===== config.mk =====
export PLATFORM = sky130hd
export DESIGN_NAME = spi_master_arbiter_flat
export DESIGN_NICKNAME = d
export VERILOG_FILES = /design/src/rtl/spi_master_arbiter_if.sv /design/src/rtl/spi_master_arbiter.sv /design/src/flat_wrapper.sv
export SDC_FILE = /design/constraint.sdc
export NUM_CORES = 1
export LEC_CHECK = 0
export ABC_CLOCK_PERIOD_IN_PS = 3200
export CAP_MARGIN = 20
export CORE_MARGIN = 3
export CORE_UTILIZATION = 50
export DETAILED_ROUTE_END_ITERATION = 7
export GPL_TIMING_DRIVEN = 0
export PLACE_DENSITY = 0.86
export SYNTH_ARGS = -nofsm -noshare
export SYNTH_HDL_FRONTEND = slang
export SYNTH_SLANG_ARGS = --single-unit

===== constraint.sdc =====
create_clock -name clk -period 3.2 [get_ports clk]
set_clock_uncertainty 0.1 [all_clocks]
set_input_delay 0.8 -clock clk [delete_from_list [all_inputs] [get_ports clk]]
set_output_delay 0.8 -clock clk [all_outputs]
set_load 0.02 [all_outputs]

===== src/rtl/spi_master_arbiter_if.sv =====
// Requester-side bus of spi_master_arbiter.
//   master modport : requester side (drives requests, sees ready/responses)
//   slave modport  : arbiter side (sees requests, drives ready/responses)
// Signals:
//   req_valid[i]               requester i has a byte pending
//   req_data[8*i+7:8*i]        byte for requester i
//   req_last[i]                pending byte ends requester i's burst
//   req_ready[i]               one-cycle pulse, byte i consumed
//   rsp_valid[i]               one-cycle pulse, rsp_data belongs to requester i
//   rsp_data                   received byte, shared
//   rsp_err                    qualifies rsp_valid, transfer timed out
interface spi_master_arbiter_if #(
    parameter int N_REQ = 4
);
    logic [N_REQ-1:0]   req_valid;
    logic [8*N_REQ-1:0] req_data;
    logic [N_REQ-1:0]   req_last;
    logic [N_REQ-1:0]   req_ready;
    logic [N_REQ-1:0]   rsp_valid;
    logic [7:0]         rsp_data;
    logic               rsp_err;

    modport master (
        output req_valid, req_data, req_last,
        input  req_ready, rsp_valid, rsp_data, rsp_err
    );

    modport slave (
        input  req_valid, req_data, req_last,
        output req_ready, rsp_valid, rsp_data, rsp_err
    );
endinterface


===== src/rtl/spi_master_arbiter.sv =====
// Round-robin arbiter and transaction sequencer sharing one byte-level SPI
// engine among N_REQ requesters, with locked bursts, chip-select gap and a
// watchdog on the engine busy handshake.
// Ports:
//   clk, rst_n     system clock, asynchronous active-low reset
//   req_if         requester bus (slave modport of spi_master_arbiter_if)
//   cs_n           active-low slave selects, at most one low
//   spi_start      one-cycle start strobe to the engine
//   spi_tx         transmit byte, stable while spi_start is high
//   spi_en         engine busy flag
//   spi_rx         engine received byte, valid first cycle spi_en is low
//
// state     | meaning
// ----------+-----------------------------------------------------------
// IDLE      | rotate-search req_valid from the pointer, select a winner
// START     | req_ready to owner, capture byte and last flag
// STROBE    | spi_start high for one cycle
// WAIT_BUSY | wait for spi_en to rise, START_TIMEOUT watchdog
// WAIT_DONE | wait for spi_en to fall, XFER_TIMEOUT watchdog
// HOLD      | burst lock, cs_n held, only the owner may continue
// GAP       | all cs_n high for GAP_CYCLES, then pointer = owner+1
module spi_master_arbiter #(
    parameter int N_REQ         = 4,
    parameter int GAP_CYCLES    = 2,
    parameter int START_TIMEOUT = 4,
    parameter int XFER_TIMEOUT  = 64
) (
    input  logic                 clk,
    input  logic                 rst_n,
    spi_master_arbiter_if.slave  req_if,
    output logic [N_REQ-1:0]     cs_n,
    output logic                 spi_start,
    output logic [7:0]           spi_tx,
    input  logic                 spi_en,
    input  logic [7:0]           spi_rx
);

    localparam int PW   = (N_REQ > 1) ? $clog2(N_REQ) : 1;
    localparam int TMAX = (START_TIMEOUT > XFER_TIMEOUT) ? START_TIMEOUT : XFER_TIMEOUT;
    localparam int WDW  = $clog2(TMAX) + 1;
    localparam int GW   = $clog2(GAP_CYCLES) + 1;

    localparam logic [WDW-1:0] WD_START_LIM = WDW'(START_TIMEOUT - 1);
    localparam logic [WDW-1:0] WD_XFER_LIM  = WDW'(XFER_TIMEOUT - 1);
    localparam logic [GW-1:0]  GAP_LOAD     = GW'(GAP_CYCLES - 1);
    localparam logic [PW-1:0]  LAST_IDX     = PW'(N_REQ - 1);
    localparam logic [PW:0]    N_WIDE       = (PW+1)'(N_REQ);

    typedef enum logic [2:0] {
        IDLE, START, STROBE, WAIT_BUSY, WAIT_DONE, HOLD, GAP
    } state_t;

    state_t             state_q, state_d;
    logic [PW-1:0]      owner_q, owner_d;
    logic [PW-1:0]      ptr_q, ptr_d;
    logic               last_q, last_d;
    logic [7:0]         spi_tx_q, spi_tx_d;
    logic [7:0]         rsp_data_q, rsp_data_d;
    logic [N_REQ-1:0]   rsp_valid_q, rsp_valid_d;
    logic               rsp_err_q, rsp_err_d;
    logic [WDW-1:0]     wd_q, wd_d;
    logic [GW-1:0]      gap_q, gap_d;
    logic [N_REQ-1:0]   cs_n_q, cs_n_d;

    logic               found;
    logic [PW-1:0]      win;
    logic [WDW-1:0]     wd_inc;
    logic               err_exit;
    logic [N_REQ-1:0]   req_ready_c;

    // Rotating-priority search: first requester at or after the pointer.
    always_comb begin
        logic [PW:0] idx;
        found = 1'b0;
        win   = '0;
        idx   = '0;
        for (int i = 0; i < N_REQ; i++) begin
            idx = {1'b0, ptr_q} + (PW+1)'(i);
            if (idx >= N_WIDE) begin
                idx = idx - N_WIDE;
            end
            if (!found && req_if.req_valid[idx[PW-1:0]]) begin
                found = 1'b1;
                win   = idx[PW-1:0];
            end
        end
    end

    // Watchdog saturates so a long stall can never wrap into a false pass.
    assign wd_inc = (wd_q == '1) ? wd_q : wd_q + WDW'(1);

    always_comb begin
        state_d     = state_q;
        owner_d     = owner_q;
        ptr_d       = ptr_q;
        last_d      = last_q;
        spi_tx_d    = spi_tx_q;
        rsp_data_d  = rsp_data_q;
        rsp_valid_d = '0;
        rsp_err_d   = 1'b0;
        wd_d        = wd_q;
        gap_d       = gap_q;
        cs_n_d      = cs_n_q;
        err_exit    = 1'b0;

        case (state_q)
            IDLE: begin
                if (found) begin
                    owner_d      = win;
                    cs_n_d       = '1;
                    cs_n_d[win]  = 1'b0;
                    state_d      = START;
                end
            end
            START: begin
                spi_tx_d = req_if.req_data[{owner_q, 3'b000} +: 8];
                last_d   = req_if.req_last[owner_q];
                state_d  = STROBE;
            end
            STROBE: begin
                wd_d    = '0;
                state_d = WAIT_BUSY;
            end
            WAIT_BUSY: begin
                if (spi_en) begin
                    wd_d    = '0;
                    state_d = WAIT_DONE;
                end else if (wd_q == WD_START_LIM) begin
                    err_exit = 1'b1;
                end else begin
                    wd_d = wd_inc;
                end
            end
            WAIT_DONE: begin
                if (!spi_en) begin
                    rsp_data_d           = spi_rx;
                    rsp_valid_d[owner_q] = 1'b1;
                    if (last_q) begin
                        cs_n_d  = '1;
                        gap_d   = GAP_LOAD;
                        state_d = GAP;
                    end else begin
                        state_d = HOLD;
                    end
                end else if (wd_q == WD_XFER_LIM) begin
                    err_exit = 1'b1;
                end else begin
                    wd_d = wd_inc;
                end
            end
            HOLD: begin
                if (req_if.req_valid[owner_q]) begin
                    state_d = START;
                end
            end
            GAP: begin
                if (gap_q == '0) begin
                    ptr_d   = (owner_q == LAST_IDX) ? '0 : owner_q + PW'(1);
                    state_d = IDLE;
                end else begin
                    gap_d = gap_q - GW'(1);
                end
            end
            default: begin
                cs_n_d  = '1;
                state_d = IDLE;
            end
        endcase

        // Timeout aborts the burst regardless of last.
        if (err_exit) begin
            rsp_valid_d          = '0;
            rsp_valid_d[owner_q] = 1'b1;
            rsp_err_d            = 1'b1;
            rsp_data_d           = '0;
            cs_n_d               = '1;
            gap_d                = GAP_LOAD;
            state_d              = GAP;
        end
    end

    always_ff @(posedge clk or negedge rst_n) begin
        if (!rst_n) begin
            state_q     <= IDLE;
            owner_q     <= '0;
            ptr_q       <= '0;
            last_q      <= 1'b0;
            spi_tx_q    <= '0;
            rsp_data_q  <= '0;
            rsp_valid_q <= '0;
            rsp_err_q   <= 1'b0;
            wd_q        <= '0;
            gap_q       <= '0;
            cs_n_q      <= '1;
        end else begin
            state_q     <= state_d;
            owner_q     <= owner_d;
            ptr_q       <= ptr_d;
            last_q      <= last_d;
            spi_tx_q    <= spi_tx_d;
            rsp_data_q  <= rsp_data_d;
            rsp_valid_q <= rsp_valid_d;
            rsp_err_q   <= rsp_err_d;
            wd_q        <= wd_d;
            gap_q       <= gap_d;
            cs_n_q      <= cs_n_d;
        end
    end

    always_comb begin
        req_ready_c = '0;
        if (state_q == START) begin
            req_ready_c[owner_q] = 1'b1;
        end
    end

    assign req_if.req_ready = req_ready_c;
    assign req_if.rsp_valid = rsp_valid_q;
    assign req_if.rsp_data  = rsp_data_q;
    assign req_if.rsp_err   = rsp_err_q;
    assign cs_n             = cs_n_q;
    assign spi_start        = (state_q == STROBE);
    assign spi_tx           = spi_tx_q;

endmodule


===== src/flat_wrapper.sv =====
// flat-port wrapper written by rule: the top's interface ports become plain ports
module spi_master_arbiter_flat 
#(
    parameter int N_REQ         = 4,
    parameter int GAP_CYCLES    = 2,
    parameter int START_TIMEOUT = 4,
    parameter int XFER_TIMEOUT  = 64
)
  (clk, rst_n, cs_n, spi_start, spi_tx, spi_en, spi_rx, req_if_req_valid, req_if_req_data, req_if_req_last, req_if_req_ready, req_if_rsp_valid, req_if_rsp_data, req_if_rsp_err);
  spi_master_arbiter_if #(.N_REQ(N_REQ)) req_if_i ();
  input  logic clk;
  input  logic rst_n;
  output logic [N_REQ-1:0] cs_n;
  output logic spi_start;
  output logic [7:0] spi_tx;
  input  logic spi_en;
  input  logic [7:0] spi_rx;
  input wire logic [$bits(req_if_i.req_valid)-1:0] req_if_req_valid;
  input wire logic [$bits(req_if_i.req_data)-1:0] req_if_req_data;
  input wire logic [$bits(req_if_i.req_last)-1:0] req_if_req_last;
  output wire logic [$bits(req_if_i.req_ready)-1:0] req_if_req_ready;
  output wire logic [$bits(req_if_i.rsp_valid)-1:0] req_if_rsp_valid;
  output wire logic [$bits(req_if_i.rsp_data)-1:0] req_if_rsp_data;
  output wire logic [$bits(req_if_i.rsp_err)-1:0] req_if_rsp_err;
  assign req_if_i.req_valid = req_if_req_valid;
  assign req_if_i.req_data = req_if_req_data;
  assign req_if_i.req_last = req_if_req_last;
  assign req_if_req_ready = req_if_i.req_ready;
  assign req_if_rsp_valid = req_if_i.rsp_valid;
  assign req_if_rsp_data = req_if_i.rsp_data;
  assign req_if_rsp_err = req_if_i.rsp_err;
  spi_master_arbiter #(.N_REQ(N_REQ), .GAP_CYCLES(GAP_CYCLES), .START_TIMEOUT(START_TIMEOUT), .XFER_TIMEOUT(XFER_TIMEOUT)) u_core (.clk(clk), .rst_n(rst_n), .req_if(req_if_i), .cs_n(cs_n), .spi_start(spi_start), .spi_tx(spi_tx), .spi_en(spi_en), .spi_rx(spi_rx));
endmodule

==> results of run 1 <==
==> layout make-up <==
type / count / area [um2] / share of cell area, %
sequential: 42 / 1060 / 30.7
clock buffer: 5 / 68.8 / 2.00
inverter: 8 / 30.0 / 0.873
multi-input combinational: 166 / 1310 / 38.0
tap: 65 / 81.3 / 2.36
buffer: 11 / 75.1 / 2.18
clock inverter: 2 / 10.0 / 0.291
timing repair buffer: 80 / 812 / 23.6
==> layer usage <==
metal | up-vias | GRT usage, % | share of wire (%)
li1 | 995 | - | -
met1 | 1040 | 28.9 | 45
met2 | 53 | 36.8 | 51
met3 | 8 | 4.37 | 3.3
met4 | 0 | 5.80 | 1.5
met5 | - | 0 | 0
==> cells in the mapped netlist, types with 2 or more instances <==
master     count  area share (%)
dfstp_2        4             4.3
a21oi_1       20             4.1
nor4b_1        2            0.71
a31oi_1        2            0.51
ha_1           6             3.1
nand2b_1       3            0.77
nand3_1        5             1.0
o22a_1         4             1.4
xor2_1         3             1.1
inv_1          8             1.2
mux4_2         8             7.4
mux2_2         7             3.2
buf_6          3             1.4
nand2_1       28             4.3
o211a_1        2            0.82
nor2_1        17             2.6
mux4_1         2             2.1
clkbuf_1       4            0.61
a22o_1         2            0.71
nand3b_1       3            0.92
nor2b_1        6             1.5
o21ai_0        3            0.61
and2_1         4             1.0
mux2i_1        3             1.2
dfrtp_1       38              39
buf_2          4            0.82
a2bb2oi_1      2            0.71
nor4_1         2            0.51
mux2_1         3             1.4
nor3_1         3            0.61
o211ai_1       3            0.92
==> cells by family after synthesis <==
| group | after synthesis | share of synthesized area (%) |
|---|---|---|
| AOI/OAI and AO/OA | 50 | 14.6 |
| adders and majority gates | 6 | 3.06 |
| buffers and inverters | 19 | 4.03 |
| xor gates and xnor gates | 3 | 1.07 |
| and+or+nand+nor | 84 | 18.8 |
| DFF | 42 | 43.1 |
| muxes | 23 | 15.3 |
==> worst max-delay path, stage by stage (launching register included) <==
cell and delay [ns]:
dfrtp_1 0.39, buf_4 0.20, nor2b_2 0.19, nor2b_4 0.21, buf_4 0.20, and2_1 0.16, dlygate4sd2_1 0.35
==> worst paths after layout <==
kind | start | end | slack [ns]
max reg2reg | u_core.owner_q[0] | u_core.state_q[2] | 1.06
min in group clk | u_core.gap_q[0] | u_core.gap_q[0] | 0.39
min | rst_n | u_core.req_if.rsp_err | 0.32
max in group asynchronous | rst_n | u_core.cs_n[3] | 2.13
max | u_core.state_q[0] | req_if_req_ready[3] | 0.30
min reg2reg | u_core.gap_q[0] | u_core.gap_q[0] | 0.39
==> what timing repair did <==
item                                   CTS  global route
resized for setup                        6             4
setup endpoints to repair                4             3
endpoints found under the hold margin    0             0
==> flip-flops by register name, indices dropped and copies added, names as in the netlist <==
signal,cells
u_core.state_q,3
u_core.req_if.rsp_valid,4
u_core.req_if.rsp_err,1
u_core.owner_q,2
u_core.req_if.rsp_data,8
u_core.ptr_q,2
u_core.spi_tx,8
u_core.wd_q,7
u_core.gap_q,2
u_core.last_q,1
u_core.cs_n,4
==> power breakdown <==
group,internal [mW],total (mW),switching [mW]
logic,0.794,1.55,0.756
clock network,0.147,0.327,0.181
registers,0.744,0.896,0.153
total,1.68,2.77,1.09
==> per-stage QoR <==
step	setup slack (ns)	power [mW]	std cells
after floorplan	0.828	1.90	227
after global placement	0.0435	2.40	371
after detailed placement	0.0304	2.44	372
after CTS	0.00623	2.79	379
after global routing	0.170	2.98	379
final	0.300	2.77	379
==> impl_metrics.tcl, run 1 <==
set metrics [dict create \
    outcome "completed" \
    clock-sinks 42 \
    synth_nets 284 \
    power.density_mw_per_mm2 806 \
    fin_area_mm2 0.00344 \
    required_ns 2.30 \
    nets 371 \
    synth_cells 227 \
    startpoint_type "flip-flop" \
    grt_pass1_vias 2106 \
    setup.worst_path.class "flip-flop to output port" \
    cts.path.max_buffers 2 \
    cp-end-kind "output port" \
    cts.clk_slew.worst_paths_ns 0.08 \
    drive_gt1_share_pct 15.3 \
    async_flop_share_pct 100 \
    gp_congestion 0.856 \
    die_height_um 76.0 \
    avgViaCountPerCell 5.53 \
    p_leak_nw 1.53 \
    synth_edf_count 0 \
    crit_fanout 10 \
    numCtsBuffers 5 \
    setup_viol 0 \
    hold_ws_ns 0.324 \
    post_cts_buffers 0 \
    syn-cell-area_mm2 0.00245 \
    rsz0062_at_grt "no" \
    synth_cell_types 54 \
    io_pins 81 \
    portBuffers 79 \
    finalHoldViolCount 0 \
    fin_crit_sh_pct 90.6 \
    max-cap-violations 0 \
    drt_iter0_markers 102 \
    insertion_delay_ns 0.30 \
    ys_seq_elements 42 \
    antenna_found_initial 0 \
    slew_viol_final 0 \
    ys.flop_type "dfrtp_1" \
    htree_levels 2 \
    antenna_cells 0 \
    first_pass_iters 4 \
    die_x_um 76.0 \
    postRouteAntennaNets 0 \
    num_rows 24 \
    grt_pass1_wl_um 10300 \
    ctsHoldBuffers 0 \
    area_growth_syn_to_layout_pct 40.3 \
    dieArea_mm2 0.00578 \
    synth.avg_cell_area_um2 10.8 \
    cts_tree "yes" \
    fin_setup_tns_ns 0 \
    slew_headroom_pct 58.7 \
    dp_hpwl_um 4650 \
    hp-class "primary input to asynchronous set/reset pin" \
    layout_commonest_cell "clkdlybuf4s50_1" \
    dpl-instance-area_mm2 0.00334 \
    grt_use_total_pct 21.8 \
    fin_util_pct 75.9 \
    yosysSeqAreaShare_pct 43.1 \
    grt_max_degree 27 \
    r2r_cells 5 \
    clock.fmax_mhz 345 \
    period_needed_ns 2.90 \
    wl_per_cell_um 15.8 \
    ir_drop_mv 0.495 \
    vias 2096 \
    initial_core_util_pct 54.1 \
    overflow 0 \
    worstPathArrival_ns 2.00 \
    fill_cells 316 \
    wl_um 5980 \
    cts-root-buf "clkbuf_8" \
    yosys_warnings 0 \
    drcViolationCount 0 \
    layout_common_cells "74 x clkdlybuf4s50_1, 38 x dfrtp_1, 28 x nand2_1, 20 x a21oi_1, 17 x nor2_1" \
    core_area_mm2 0.00453 \
    worst_pin_slew_ns 0.617 \
]
No activity file was read; power rests on OpenSTA's default activity.
==> inputs of run 2 (changes only) <==
- ABC_AREA: default -> 1
- CORE_UTILIZATION: 50 -> 51
- PLACE_DENSITY: 0.86 -> 0.85
==> impl_metrics.tcl, run 2 <==
set metrics [dict create \
    power.density_mw_per_mm2 814 \
    core_area_mm2 0.00514 \
    initial_core_util_pct 53.3 \
    htree_levels 2 \
    antenna_cells 0 \
    vias 2920 \
    dpl-instance-area_mm2 0.00362 \
    cts.clk_slew.worst_paths_ns 0.08 \
    async_flop_share_pct 100 \
    clkPwrFrac_pct 10.9 \
    io_pins 81 \
    rsz0062_at_grt "no" \
    cts_tree "yes" \
    grt_max_degree 43 \
    cts-root-buf "clkbuf_8" \
    first_pass_iters 5 \
    max-cap-violations 0 \
    synth_area_leaders "dfrtp_1 35%, nand2_1 20%, nor2_1 6.2%" \
    fin_crit_sh_pct 95.8 \
    layout_commonest_cell "nand2_1" \
    setup_viol 0 \
    yosysTopAreaCell "dfrtp_1" \
    outcome "completed" \
    die_height_um 79.3 \
    cp-end-kind "output port" \
    fin_area_mm2 0.00372 \
    synth_cells 412 \
    worst_pin_slew_ns 0.914 \
    finalHoldViolCount 0 \
    highest_layer "met4" \
    synth_top_cells_by_count "149 x nand2_1, 45 x nor2_1, 42 x inv_1, 38 x dfrtp_1, 31 x o21ai_0" \
    synth_edf_count 0 \
    syn-cell-area_mm2 0.00274 \
    clock-sinks 42 \
    startpoint_type "flip-flop" \
    dp_hpwl_um 5490 \
    yosysMostFrequentCell "nand2_1" \
    die_x_um 79.3 \
    synth_cell_types 31 \
    synth_top_area_share_pct 34.7 \
    yosysSeqAreaShare_pct 38.5 \
    synth.avg_cell_area_um2 6.65 \
    met2_length_um 3560 \
    dieArea_mm2 0.00629 \
    wl_met3_um 449 \
    ctsHoldBuffers 0 \
    synth_nets 469 \
    postRouteAntennaNets 0 \
    p_leak_nw 1.86 \
    nets 555 \
    comb_power_share_pct 60.3 \
    ir_drop_mv 0.446 \
    drt_iter0_markers 138 \
    overflow 0 \
    area_growth_syn_to_layout_pct 35.6 \
    netSwitchingFraction_pct 47.3 \
    wl_um 7170 \
    antenna_found_initial 0 \
    slew_headroom_pct 39.0 \
    yosys_warnings 0 \
    drive_gt1_share_pct 8.82 \
    drcViolationCount 0 \
    grt_use_total_pct 24.5 \
    worstPathArrival_ns 2.17 \
    grt_pass1_wl_um 12400 \
    wl_per_cell_um 12.6 \
    internal-power_mw 1.60 \
    gp_congestion 0.878 \
    clock.fmax_mhz 326 \
    grt_pass1_vias 2840 \
    required_ns 2.30 \
    hp-class "flip-flop to flip-flop" \
    p_seq_share_pct 28.8 \
    cts.path.max_buffers 2 \
    ys_seq_elements 42 \
    numCtsBuffers 5 \
    fin_setup_tns_ns 0 \
    ys.flop_type "dfrtp_1" \
    period_needed_ns 3.07 \
    portBuffers 80 \
    setup.worst_path.class "flip-flop to output port" \
    crit_fanout 10 \
    met1_length_um 3080 \
    num_rows 26 \
    avgViaCountPerCell 5.13 \
    slew_viol_final 0 \
    insertion_delay_ns 0.29 \
    net-switching-power_mw 1.43 \
    layout_common_cells "149 x nand2_1, 78 x clkdlybuf4s50_1, 45 x nor2_1, 41 x inv_1, 38 x dfrtp_1" \
]
run 2: cell count changes after synthesis, sizes merged, moves of 8 or more:
cell   delta
o22ai     +8
nor2     +33
mux4     -10
inv      +40
nand3    +16
mux2     -10
nand2   +126
o21ai    +38
run 2: per-layer routing:
metal  vias up  global-route usage, %
met2        98                   43.9
met4         0                   6.19
met3        10                   5.67
met1      1332                   29.6
li1       1480                      -
met5         -                      0
run 2: what timing repair did:
action                                  in CTS  in global routing
pin swaps                                    1                  0
gates cloned                                 0                  1
gates resized for setup                      2                  1
setup buffers                                1                  0
endpoints found under the setup margin       4                  4
run 2: logic make-up (layout without fill, tap and decap cells):
kind of cell               count (synthesis)  count (layout)  synth area share (%)
and+or+nand+nor                          235             235                  36.1
AOI/OAI and AO/OA                         69              69                  13.5
buffers and inverters                     59             146                  8.85
DFF                                       42              42                  38.5
adders and majority gates                  6               6                  2.74
xor gates and xnor gates                   1               1                 0.320
run 2: power by group through the flow:
stage | logic (mW) | registers, mW | clock network (mW)
6_report | 1.83 | 0.872 | 0.330
5_1_grt | 2.07 | 0.896 | 0.360
4_1_cts | 1.85 | 0.867 | 0.334
3_5_place_dp | 1.82 | 0.870 | 0
3_3_place_gp | 1.77 | 0.866 | 0
2_1_floorplan | 1.08 | 0.991 | 0
run 2: layout make-up:
cell class	count	area (um2)
repair inverters	1	5.00
inverters	48	186
flip-flops and latches	42	1060
clock buffers	6	72.6
multi-input cells	311	1450
plain buffers	8	47.5
repair buffers	81	806
clock inverters	2	10.0
fillers	448	1420
well taps	70	87.6
run 2: worst max-delay path: stages, from the launching register on:
cell             delay [ns]
dfrtp_1                0.48
inv_1                  0.08
nand2_1                0.14
nor2_4                 0.16
inv_1                  0.08
buf_2                  0.19
nor2_1                 0.11
clkdlybuf4s50_1        0.62
run 2: path summary, 6_finish.rpt:
check | cells after the start | endpoint | from | slack, ns
max | 7 | req_if_req_ready[0] | u_core.state_q[1] | 0.13
min | 2 | u_core.cs_n[0] | u_core.cs_n[0] | 0.38
max reg2reg | 11 | u_core.wd_q[2] | u_core.wd_q[0] | 1.35
min reg2reg | 2 | u_core.cs_n[0] | u_core.cs_n[0] | 0.38
max in group asynchronous | 1 | u_core.req_if.rsp_data[4] | rst_n | 1.90
min in group asynchronous | 1 | u_core.wd_q[4] | rst_n | 0.54
run 2: per-stage QoR:
step	hold WS [ns]	worst slack (ns)	cells	utilization (%)	power, mW
after floorplan	0.394	0.849	412	-	2.07
after global placement	0.360	0.0814	562	70.6	2.64
after detailed placement	0.365	0.0796	562	70.5	2.69
after CTS	0.380	0.0240	570	72.4	3.05
after global routing	0.415	0.00419	569	72.3	3.32
final	0.378	0.133	569	72.3	3.03
